===== config.mk =====
export PLATFORM = sky130hd
export DESIGN_NAME = rom_load_ctrl
export DESIGN_NICKNAME = d
export VERILOG_FILES = /design/src/rtl/rom_load_ctrl.sv
export SDC_FILE = /design/constraint.sdc
export NUM_CORES = 1
export LEC_CHECK = 0
export BUFFER_PORTS_ARGS = -buffer_cell sky130_fd_sc_hd__buf_4
export CAP_MARGIN = 30
export CORE_MARGIN = 3
export CORE_UTILIZATION = 30
export DETAILED_ROUTE_END_ITERATION = 10
export GPL_ROUTABILITY_DRIVEN = 1
export PLACE_DENSITY = 0.58
export RECOVER_POWER = 50
export SETUP_SLACK_MARGIN = 0.2
export SLEW_MARGIN = 20
export SYNTH_ARGS = -nofsm -noshare
export SYNTH_HDL_FRONTEND = slang
export SYNTH_SLANG_ARGS = --single-unit

===== constraint.sdc =====
create_clock -name clk_sys -period 2.1 [get_ports clk_sys]
set_clock_uncertainty 0.2 [all_clocks]
set_input_delay 0.105 -clock clk_sys [delete_from_list [all_inputs] [get_ports clk_sys]]
set_output_delay 0.105 -clock clk_sys [all_outputs]
set_load 0.01 [all_outputs]

===== src/rtl/rom_load_ctrl.sv =====
// rom_load_ctrl: demuxes the ioctl download stream into ROM writes, game select
// and DIP bytes, and sequences core reset including the delayed second pulse
// that follows a completed ROM load.
module rom_load_ctrl #(
  parameter int unsigned SECOND_RESET_CYCLES = 40000000,
  parameter int unsigned ROM_AW              = 16,
  parameter int unsigned MOD_INDEX           = 1,
  parameter int unsigned DIP_INDEX           = 254,
  parameter int unsigned NUM_MODS            = 6
) (
  input  logic                clk_sys,
  input  logic                reset_n,
  input  logic                ioctl_download,
  input  logic [7:0]          ioctl_index,
  input  logic                ioctl_wr,
  input  logic [24:0]         ioctl_addr,
  input  logic [7:0]          ioctl_dout,
  input  logic                user_reset,
  output logic                rom_we,
  output logic [ROM_AW-1:0]   rom_addr,
  output logic [7:0]          rom_data,
  output logic                rom_downloading,
  output logic                rom_loaded,
  output logic                rom_overflow,
  output logic [NUM_MODS-1:0] mod_onehot,
  output logic [63:0]         dip_sw,
  output logic                core_reset
);

  localparam int unsigned CW = $clog2(SECOND_RESET_CYCLES + 1);

  typedef enum logic [1:0] {
    IDLE = 2'd0,
    LOAD = 2'd1,
    ARM  = 2'd2,
    RUN  = 2'd3
  } state_t;

  state_t        state;
  logic [CW-1:0] cnt;

  logic                is_rom_c;
  logic                rom_in_range_c;
  logic                is_mod_c;
  logic                is_dip_c;
  logic [NUM_MODS-1:0] mod_dec_c;

  // Stream classification for the current ioctl beat
  always_comb begin
    is_rom_c       = ioctl_wr && ioctl_download && (ioctl_index == 8'd0);
    rom_in_range_c = ((ioctl_addr >> ROM_AW) == 25'd0);
    is_mod_c       = ioctl_wr && (ioctl_index == 8'(MOD_INDEX));
    is_dip_c       = ioctl_wr && (ioctl_index == 8'(DIP_INDEX)) && (ioctl_addr[24:3] == 22'd0);
  end

  // Game-select decode: bit n set when the byte equals n, none when out of range
  always_comb begin
    mod_dec_c = '0;
    for (int i = 0; i < int'(NUM_MODS); i++) begin
      if (ioctl_dout == 8'(i)) mod_dec_c[i] = 1'b1;
    end
  end

  // Registered ROM write port, overflow flag, game select and DIP bytes
  always_ff @(posedge clk_sys or negedge reset_n) begin
    if (!reset_n) begin
      rom_we          <= 1'b0;
      rom_addr        <= '0;
      rom_data        <= 8'd0;
      rom_downloading <= 1'b0;
      rom_overflow    <= 1'b0;
      mod_onehot      <= NUM_MODS'(1);
      dip_sw          <= 64'd0;
    end else begin
      rom_downloading <= ioctl_download && (ioctl_index == 8'd0);
      rom_we          <= is_rom_c && rom_in_range_c;
      if (is_rom_c && rom_in_range_c) begin
        rom_addr <= ioctl_addr[ROM_AW-1:0];
        rom_data <= ioctl_dout;
      end
      if (is_rom_c && !rom_in_range_c) rom_overflow <= 1'b1;
      if (is_mod_c) mod_onehot <= mod_dec_c;
      if (is_dip_c) dip_sw[{ioctl_addr[2:0], 3'b000} +: 8] <= ioctl_dout;
    end
  end

  // Load/arm sequencing and registered core reset
  always_ff @(posedge clk_sys or negedge reset_n) begin
    if (!reset_n) begin
      state      <= IDLE;
      cnt        <= '0;
      rom_loaded <= 1'b0;
      core_reset <= 1'b1;
    end else begin
      core_reset <= user_reset || (state == IDLE) || (state == LOAD) ||
                    ((state == ARM) && (cnt == CW'(1)));
      case (state)
        IDLE: if (rom_downloading) state <= LOAD;
        LOAD: begin
          if (!rom_downloading) begin
            state      <= ARM;
            rom_loaded <= 1'b1;
            cnt        <= CW'(SECOND_RESET_CYCLES);
          end
        end
        ARM: begin
          cnt <= cnt - CW'(1);
          if (rom_downloading)       state <= LOAD;
          else if (cnt == CW'(1))    state <= RUN;
        end
        RUN: if (rom_downloading) state <= LOAD;
        default: state <= IDLE;
      endcase
    end
  end

endmodule


## After elaboration in Yosys (flattened, before gate mapping)

Index checks and enable logic that the tools add are counted.

| storage, ports and cells | value |
|---|---|
| register bits after elaboration | 127 |
| output and inout bits | 99 |
| word-level logic and storage cells | 67 |

| operators by class | value |
|---|---|
| add/sub/neg operators | 2 |
| eq/ne operators | 14 |
| shift-type cells | 2 |
| muxes and demuxes | 14 |
| bitwise logic cells | 1 |
| reduce and logical (&&, ||, !) cells | 23 |

Operators by type and width:

| cell | number |
|---|---|
| 64-bit bitwise mux | 1 |
| 8-bit by 8-bit variable shift with 64-bit output, first input constant | 1 |
| 8-bit by 8-bit indexed part select with 64-bit output | 1 |
| 26-bit case mux with 2 select lines | 1 |
| 26-bit by 1-bit equality test with 1-bit output, second input constant | 1 |
| 26-bit 2-to-1 mux | 1 |
| 26-bit by 1-bit subtractor with 26-bit output, second input constant | 1 |
| 25-bit zero test | 1 |
| 22-bit zero test | 1 |
| 8-bit by 1-bit equality test with 1-bit output, second input constant | 2 |
| 8-bit by 2-bit equality test with 1-bit output, second input constant | 2 |
| 8-bit by 3-bit equality test with 1-bit output, second input constant | 2 |
| 8-bit zero test | 2 |
| 1-bit logical AND | 9 |
| 8-bit equality test, second input constant | 1 |
| 2-bit 2-to-1 mux | 4 |
| 6-bit negation with 8-bit output | 1 |
| 1-bit 2-to-1 mux | 6 |
| 2-bit case mux with 3 select lines | 1 |
| 2-bit equality test, second input constant | 2 |
| 2-bit AND reduction | 2 |
| 1-bit logical OR | 3 |
| 3-bit by 2-bit inequality test with 1-bit output, second input constant | 1 |
| 3-bit AND reduction | 1 |
| other kinds (8) | 8 |

## Depth between registers and ports, before layout

Gate-level depths: netlist of the first run.

| logic depth | value |
|---|---|
| word-level depth | 4 |
| gate-level depth with buffers | 8 |

## Worst setup path after synthesis of the first run

OpenSTA, ideal clock, no wires.

| path | value |
|---|---|
| path kind | input-to-reg |
| start | in ioctl_addr[7] |
| end | reg dip_sw[48] |
| library setup time | 0.125 ns |
| arrival time | 2.029 ns |
| required time | 1.775 ns |
| slack | -0.253 ns |
| stages on the path | 4 |
| path buffers | 0 |
| path through | or4_2 -> nor4_4 -> nand4b_2 -> mux2_2 |

| between the ends | value |
|---|---|
| word-level cells in the longest chain between the ends | 2 |

Ends and longest elaborated chain:

| element | RTL line | source |
|---|---|---|
| from (decl) | 16 | `input logic [24:0] ioctl_addr,` |
| 22-bit zero test | 53 | `is_dip_c = ioctl_wr && (ioctl_index == 8'(DIP_INDEX)) && (ioctl_addr[24:3] == 22'd0);` |
| 1-bit logical AND | 53 |  |
| to (signal, indexed assignment) | 83 | `if (is_dip_c) dip_sw[{ioctl_addr[2:0], 3'b000} +: 8] <= ioctl_dout;` |
| to (decl) | 26 | `output logic [63:0] dip_sw,` |

Every way passes these cells.
A chain may end at the register's enable or synchronous reset.

## Final worst setup path of the first run

| path | value |
|---|---|
| start | reg cnt[9] |
| end | reg cnt[16] |

| between the ends | value |
|---|---|
| word-level cells in the longest chain between the ends | 2 |

Ends and longest elaborated chain:

| element | RTL line | source |
|---|---|---|
| from (decl) | 40 | `logic [CW-1:0] cnt;` |
| from (signal assigned) | 103 | `cnt <= CW'(SECOND_RESET_CYCLES);` |
| from (signal assigned) | 107 | `cnt <= cnt - CW'(1);` |
| 26-bit by 1-bit subtractor with 26-bit output | 107 |  |
| 26-bit case mux with 2 select lines | 97 | `case (state)` |

Every way passes these cells.

==> impl_metrics.json, run 1 <==
{
  "clk_pin_slew_ns": 0.06,
  "h-tree-depth": 4,
  "drtAntennaViolNets": 0,
  "design_area_mm2": 0.00895,
  "drive_above_1_share": 0.513,
  "fmax_mhz": 480,
  "clock-root-buffer": "clkbuf_16",
  "ios": 145,
  "die_area_mm2": 0.0206,
  "reg2regPathDepth": 5,
  "avgViaCountPerCell": 4.95,
  "cp_max_fo": 4,
  "cts_tree": "done",
  "syn_to_final_growth_pct": 57.6,
  "timing.reg2reg.setup_slack_ns": 0.02,
  "grt_pass1_vias": 4996,
  "power.total_uw": 8360,
  "cts_made_buffers": 17,
  "synthTopCellsByCount": "125 x dfrtp_1, 88 x mux2_2, 21 x nand2_1",
  "drc": 0,
  "status": "finished clean",
  "synth_nets": 502,
  "place_congestion": 0.761,
  "final_nets": 761,
  "drt_iter0_drc": 227,
  "grt_max_degree": 128,
  "clk_latency_ns": 0.42,
  "syn_inst": 448,
  "wl_per_cell_um": 18.3,
  "via_count": 4688,
  "synth-seq-cells": 127,
  "ir_worst_vdd_v": 0.000618,
  "ys.warnings.count": 0,
  "antenna_found_initial": 0,
  "end_kind": "flop",
  "drv_slew": 0,
  "ys_types": 47,
  "async_reset_ff_frac": 1.00,
  "finalSetupViolCount": 0,
  "layout.cells.non_filler": 948,
  "die_width_um": 144,
  "worstSetupPathType": "reg -> reg",
  "clock-sinks": 127,
  "p_leak_uw": 0.00432,
  "routed_wl_um": 17300,
  "relSlewSlack": 0.197,
  "core_area_mm2": 0.0183,
  "hold_viol": 0,
  "critPathLaunchType": "flop",
  "worst_ep_required_time_ns": 2.24,
  "drtPass1Iterations": 5,
  "synth.top_cells.by_area": "dfrtp_1 55%, mux2_2 17%, or4_1 1.9%",
  "fp-row-count": 49,
  "synth_ff_type": "dfrtp_1",
  "grt_pass1_wl_um": 26900,
  "io_buffer_count": 144,
  "cp.arrival_ns": 2.22,
  "hold_path_class": "in -> reg",
  "synth_top_area_cell": "dfrtp_1",
  "synth_top_area_frac": 0.551,
  "clockBufferDepth": 2,
  "period_minus_slack_ns": 2.08,
  "syn_avg_cell_area_um2": 12.7,
  "rsz0062_at_grt": "true",
  "min_path_cells": 5,
  "dp_cells": 846,
  "start_util": 0.311,
  "grt_usage": 0.169,
  "worst_pin_slew_ns": 1.20,
  "antenna_cells": 0,
  "die_y_um": 144,
  "overflow": 0,
  "synth.most_common_cell": "dfrtp_1",
  "yosysSeqAreaShare": 0.560,
  "drv_cap": 0,
  "dpl_cell_area_mm2": 0.00761,
  "power_density_mw_per_mm2": 934,
  "hpwl_um": 11200,
  "synth_edf_count": 0,
  "tns_ns": 0,
  "period_share": 0.993,
  "syn_area_mm2": 0.00568
}
-- registers in the layout, summed over array words and instances (netlist names), 2 cells and up --
name / flops
cnt: 26
dip_sw: 64
mod_onehot: 6
rom_addr: 16
rom_data: 8
state: 2
-- metrics by stage --
stage	worst slack [ns]	hold slack, ns	utilization
after floorplan	-0.249	-0.391	-
after global placement	-0.199	0.0648	0.416
after detailed placement	-0.218	0.0752	0.416
after CTS	0.0305	-0.194	0.483
after global routing	-0.0577	0.0558	0.490
final	0.0156	0.0482	0.490
-- cell families after synthesis --
logic type | count (synthesis) | share of synthesized area
muxes | 95 | 0.187
adders and majority gates | 8 | 0.0176
DFF | 127 | 0.560
xor gates and xnor gates | 6 | 0.00926
AOI/OAI and AO/OA | 35 | 0.0432
buffers and inverters | 30 | 0.0203
and+or+nand+nor | 147 | 0.163
-- critical path, cell delays in order (launching register included) --
cell	delay (ns)
dfrtp_1	0.40
buf_4	0.15
or3_4	0.34
or2_4	0.26
or4_4	0.52
a21oi_2	0.15
-- routing by layer --
metal	GRT usage	part of all wire	vias to the layer above
li1	-	-	2167
met2	0.293	0.52	130
met1	0.198	0.40	2375
met5	0	0	-
met4	0.0441	0.012	0
met3	0.0632	0.066	16
-- worst paths after layout --
| path | start | endpoint |
|---|---|---|
| worst max register to register | cnt[9]$_DFFE_PN0P_ | cnt[16]$_DFFE_PN0P_ |
| worst max-delay path | cnt[9]$_DFFE_PN0P_ | cnt[16]$_DFFE_PN0P_ |
| max in group asynchronous | reset_n | cnt[2]$_DFFE_PN0P_ |
| worst min-delay path | ioctl_index[0] | mod_onehot[0]$_DFFE_PN1P_ |
| min in group asynchronous | reset_n | rom_downloading$_DFF_PN0_ |
| worst min register to register | rom_loaded$_DFFE_PN0P_ | rom_loaded$_DFFE_PN0P_ |
-- report_power, final --
group          internal, µW  switching, µW
logic                  1280           1180
registers              2700            270
clock network          1760           1170
total                  5740           2620
-- cells in the final DEF (no fill, tap or decap), types with 9 or more instances in the layout --
cell type,instances
buf_4,161
buf_6,11
clkbuf_1,46
clkbuf_16,17
dfrtp_1,124
dlygate4sd3_1,33
mux2_2,68
mux2_4,20
nand2_1,19
nand2b_1,9
nand3_1,9
nor2_1,19
o31ai_1,10
-- final cells by class --
type / count / area, µm²
Multi-Input combinational cell: 293 / 2900
Clock inverter: 14 / 159
Tap cell: 229 / 287
Fill cell: 1674 / 9320
Timing Repair Buffer: 258 / 1960
Inverter: 10 / 37.5
Sequential cell: 127 / 3180
Clock buffer: 17 / 425
-- timing repair --
action | 4_1_cts | 5_1_grt
resized for setup | 38 | 20
hold buffers | 30 | 3
setup endpoints to repair | 21 | 32
pin swaps | 20 | 16
gates cloned | 2 | 0
buffers inserted | 15 | 21
hold endpoints to repair | 223 | 29
No activity file was read; power rests on OpenSTA's default activity.
==> inputs of run 2 (changes only) <==
--- a/config.mk
+++ b/config.mk
@@ -11,6 +11,7 @@
 export CORE_UTILIZATION = 30
 export DETAILED_ROUTE_END_ITERATION = 10
 export GPL_ROUTABILITY_DRIVEN = 1
+export HOLD_SLACK_MARGIN = 0.06
 export PLACE_DENSITY = 0.58
 export RECOVER_POWER = 50
 export SETUP_SLACK_MARGIN = 0.2
==> constraint.sdc (replaced) <==
create_clock -name clk_sys -period 2.1 [get_ports clk_sys]
set_clock_uncertainty 0.2 [all_clocks]
set_input_delay 0.42 -clock clk_sys [delete_from_list [all_inputs] [get_ports clk_sys]]
set_output_delay 0.42 -clock clk_sys [all_outputs]
set_load 0.01 [all_outputs]
==> impl_metrics.json, run 2 (synthesized netlist as in run 1, its figures left out) <==
{
  "die_y_um": 144,
  "start_util": 0.311,
  "fp-row-count": 49,
  "grt_pass1_wl_um": 27300,
  "worst_ep_required_time_ns": 2.20,
  "power_frac_comb": 0.271,
  "power.share.switching": 0.308,
  "cts_made_buffers": 17,
  "grt_max_degree": 41,
  "clk_latency_ns": 0.41,
  "regArea_mm2": 0.00318,
  "cp_max_fo": 6,
  "routed_wl_um": 17200,
  "drv_slew": 0,
  "drtPass1Iterations": 4,
  "drv_cap": 0,
  "antenna_cells": 0,
  "period_share": 1.02,
  "fmax_mhz": 467,
  "drtAntennaViolNets": 0,
  "fin_util": 0.496,
  "clockBufferDepth": 2,
  "power.total_uw": 8110,
  "io_buffer_count": 144,
  "critPathLaunchType": "input port",
  "end_kind": "flop",
  "hpwl_um": 11600,
  "antenna_found_initial": 2,
  "internal-power_uw": 5610,
  "final_common_cell": "buf_4",
  "die_area_mm2": 0.0206,
  "cts_tree": "done",
  "wl_per_cell_um": 18.5,
  "p_clk_frac": 0.361,
  "clock-root-buffer": "clkbuf_16",
  "worst_pin_slew_ns": 0.749,
  "drt_iter0_drc": 165,
  "hold_viol": 0,
  "hold_path_class": "in -> reg",
  "largest_reg_flops": 64,
  "multi_input_area_mm2": 0.00302,
  "place_congestion": 0.821,
  "clock-sinks": 127,
  "reg_top3": "dip_sw (64), cnt (26), rom_addr (16)",
  "grt_usage": 0.171,
  "violations": "setup timing",
  "ir_worst_vdd_v": 0.000731,
  "largest-register": "dip_sw",
  "status": "finished with violations",
  "fillers": 1645,
  "relSlewSlack": 0.500,
  "worstSetupPathType": "in -> reg",
  "holdWs_ns": 0.116,
  "setup_slack_ns": -0.0417,
  "drc": 0,
  "p_seq_frac": 0.368,
  "die_width_um": 144,
  "ios": 145,
  "clk_pin_slew_ns": 0.06,
  "r2r-start": "cnt[18]$_DFFE_PN0P_",
  "h-tree-depth": 4,
  "power_density_mw_per_mm2": 895,
  "final_cell_mix": "184 x buf_4, 124 x dfrtp_1, 58 x mux2_4",
  "period_minus_slack_ns": 2.14,
  "avgViaCountPerCell": 4.93,
  "p_leak_uw": 0.00451,
  "grt_pass1_vias": 4884,
  "via_count": 4586,
  "core_area_mm2": 0.0183,
  "rsz0062_at_grt": "true",
  "final_nets": 742,
  "syn_to_final_growth_pct": 59.6,
  "worstHoldStart": "ioctl_index[0]",
  "worstSetupStartpoint": "ioctl_index[4]",
  "finalSetupViolCount": 43,
  "p_sw_uw": 2500,
  "overflow": 0,
  "cp.arrival_ns": 2.24,
  "drive_above_1_share": 0.568
}
## run 2: power groups by stage
stage / sequential [µW] / clock (µW) / combinational, µW
4_1_cts: 2970 / 3000 / 2040
5_1_grt: 3020 / 3120 / 2400
6_report: 2980 / 2930 / 2200
3_3_place_gp: 2960 / 0 / 1650
2_1_floorplan: 2960 / 0 / 1030
3_5_place_dp: 2970 / 0 / 1710
## run 2: area by class of cell
cell class / count / share of cell area
Clock buffer: 17 / 0.0469
Clock inverter: 15 / 0.0175
Inverter: 10 / 0.00414
Multi-Input combinational cell: 292 / 0.333
Sequential cell: 127 / 0.351
Tap cell: 229 / 0.0316
Timing Repair Buffer: 240 / 0.215
## run 2: what timing repair did
action / 4_1_cts / 5_1_grt
pin swaps: 19 / 13
buffers inserted: 17 / 5
gates cloned: 5 / 0
resized for setup: 74 / 25
setup endpoints to repair: 112 / 114
hold buffers: 12 / 0
hold endpoints to repair: 137 / 0
## run 2: routing by layer
metal  GRT usage  part of all wire  vias up
met1       0.222              0.43     2311
li1            -                 -     2130
met4      0.0496             0.013        4
met3      0.0579             0.075       19
met2       0.273              0.48      122
met5           0            0.0013        -
## run 2: path summary, 6_finish.rpt
check                                             to  slack, ns  cells after the start
min in group asynchronous     rom_loaded$_DFFE_PN0P_       0.38                      2
setup / recovery             rom_addr[3]$_DFFE_PN0P_      -0.04                      7
setup reg to reg                 cnt[21]$_DFFE_PN0P_      -0.02                      5
hold / removal                      rom_we$_DFF_PN0_       0.12                      4
hold reg to reg               rom_loaded$_DFFE_PN0P_       0.26                      1
max in group asynchronous  mod_onehot[0]$_DFFE_PN1P_       0.20                      3
## run 2: worst max-delay path, cell delays in order
cell	delay [ns]
clkbuf_1	0.08
or4_1	0.69
nor4_4	0.32
buf_6	0.17
buf_12	0.12
buf_12	0.13
mux2_4	0.30
## run 2: stage by stage
step                      area, µm²  TNS (ns)  std cells  setup slack, ns
after floorplan                6020    -39.13        448           -0.564
after global placement         7720    -47.04        859           -0.605
after detailed placement       7720    -42.11        859           -0.538
after CTS                      9000   -0.0418        925          -0.0250
after global routing           9060     -4.24        930          -0.0986
final                          9060    -0.778        930          -0.0417
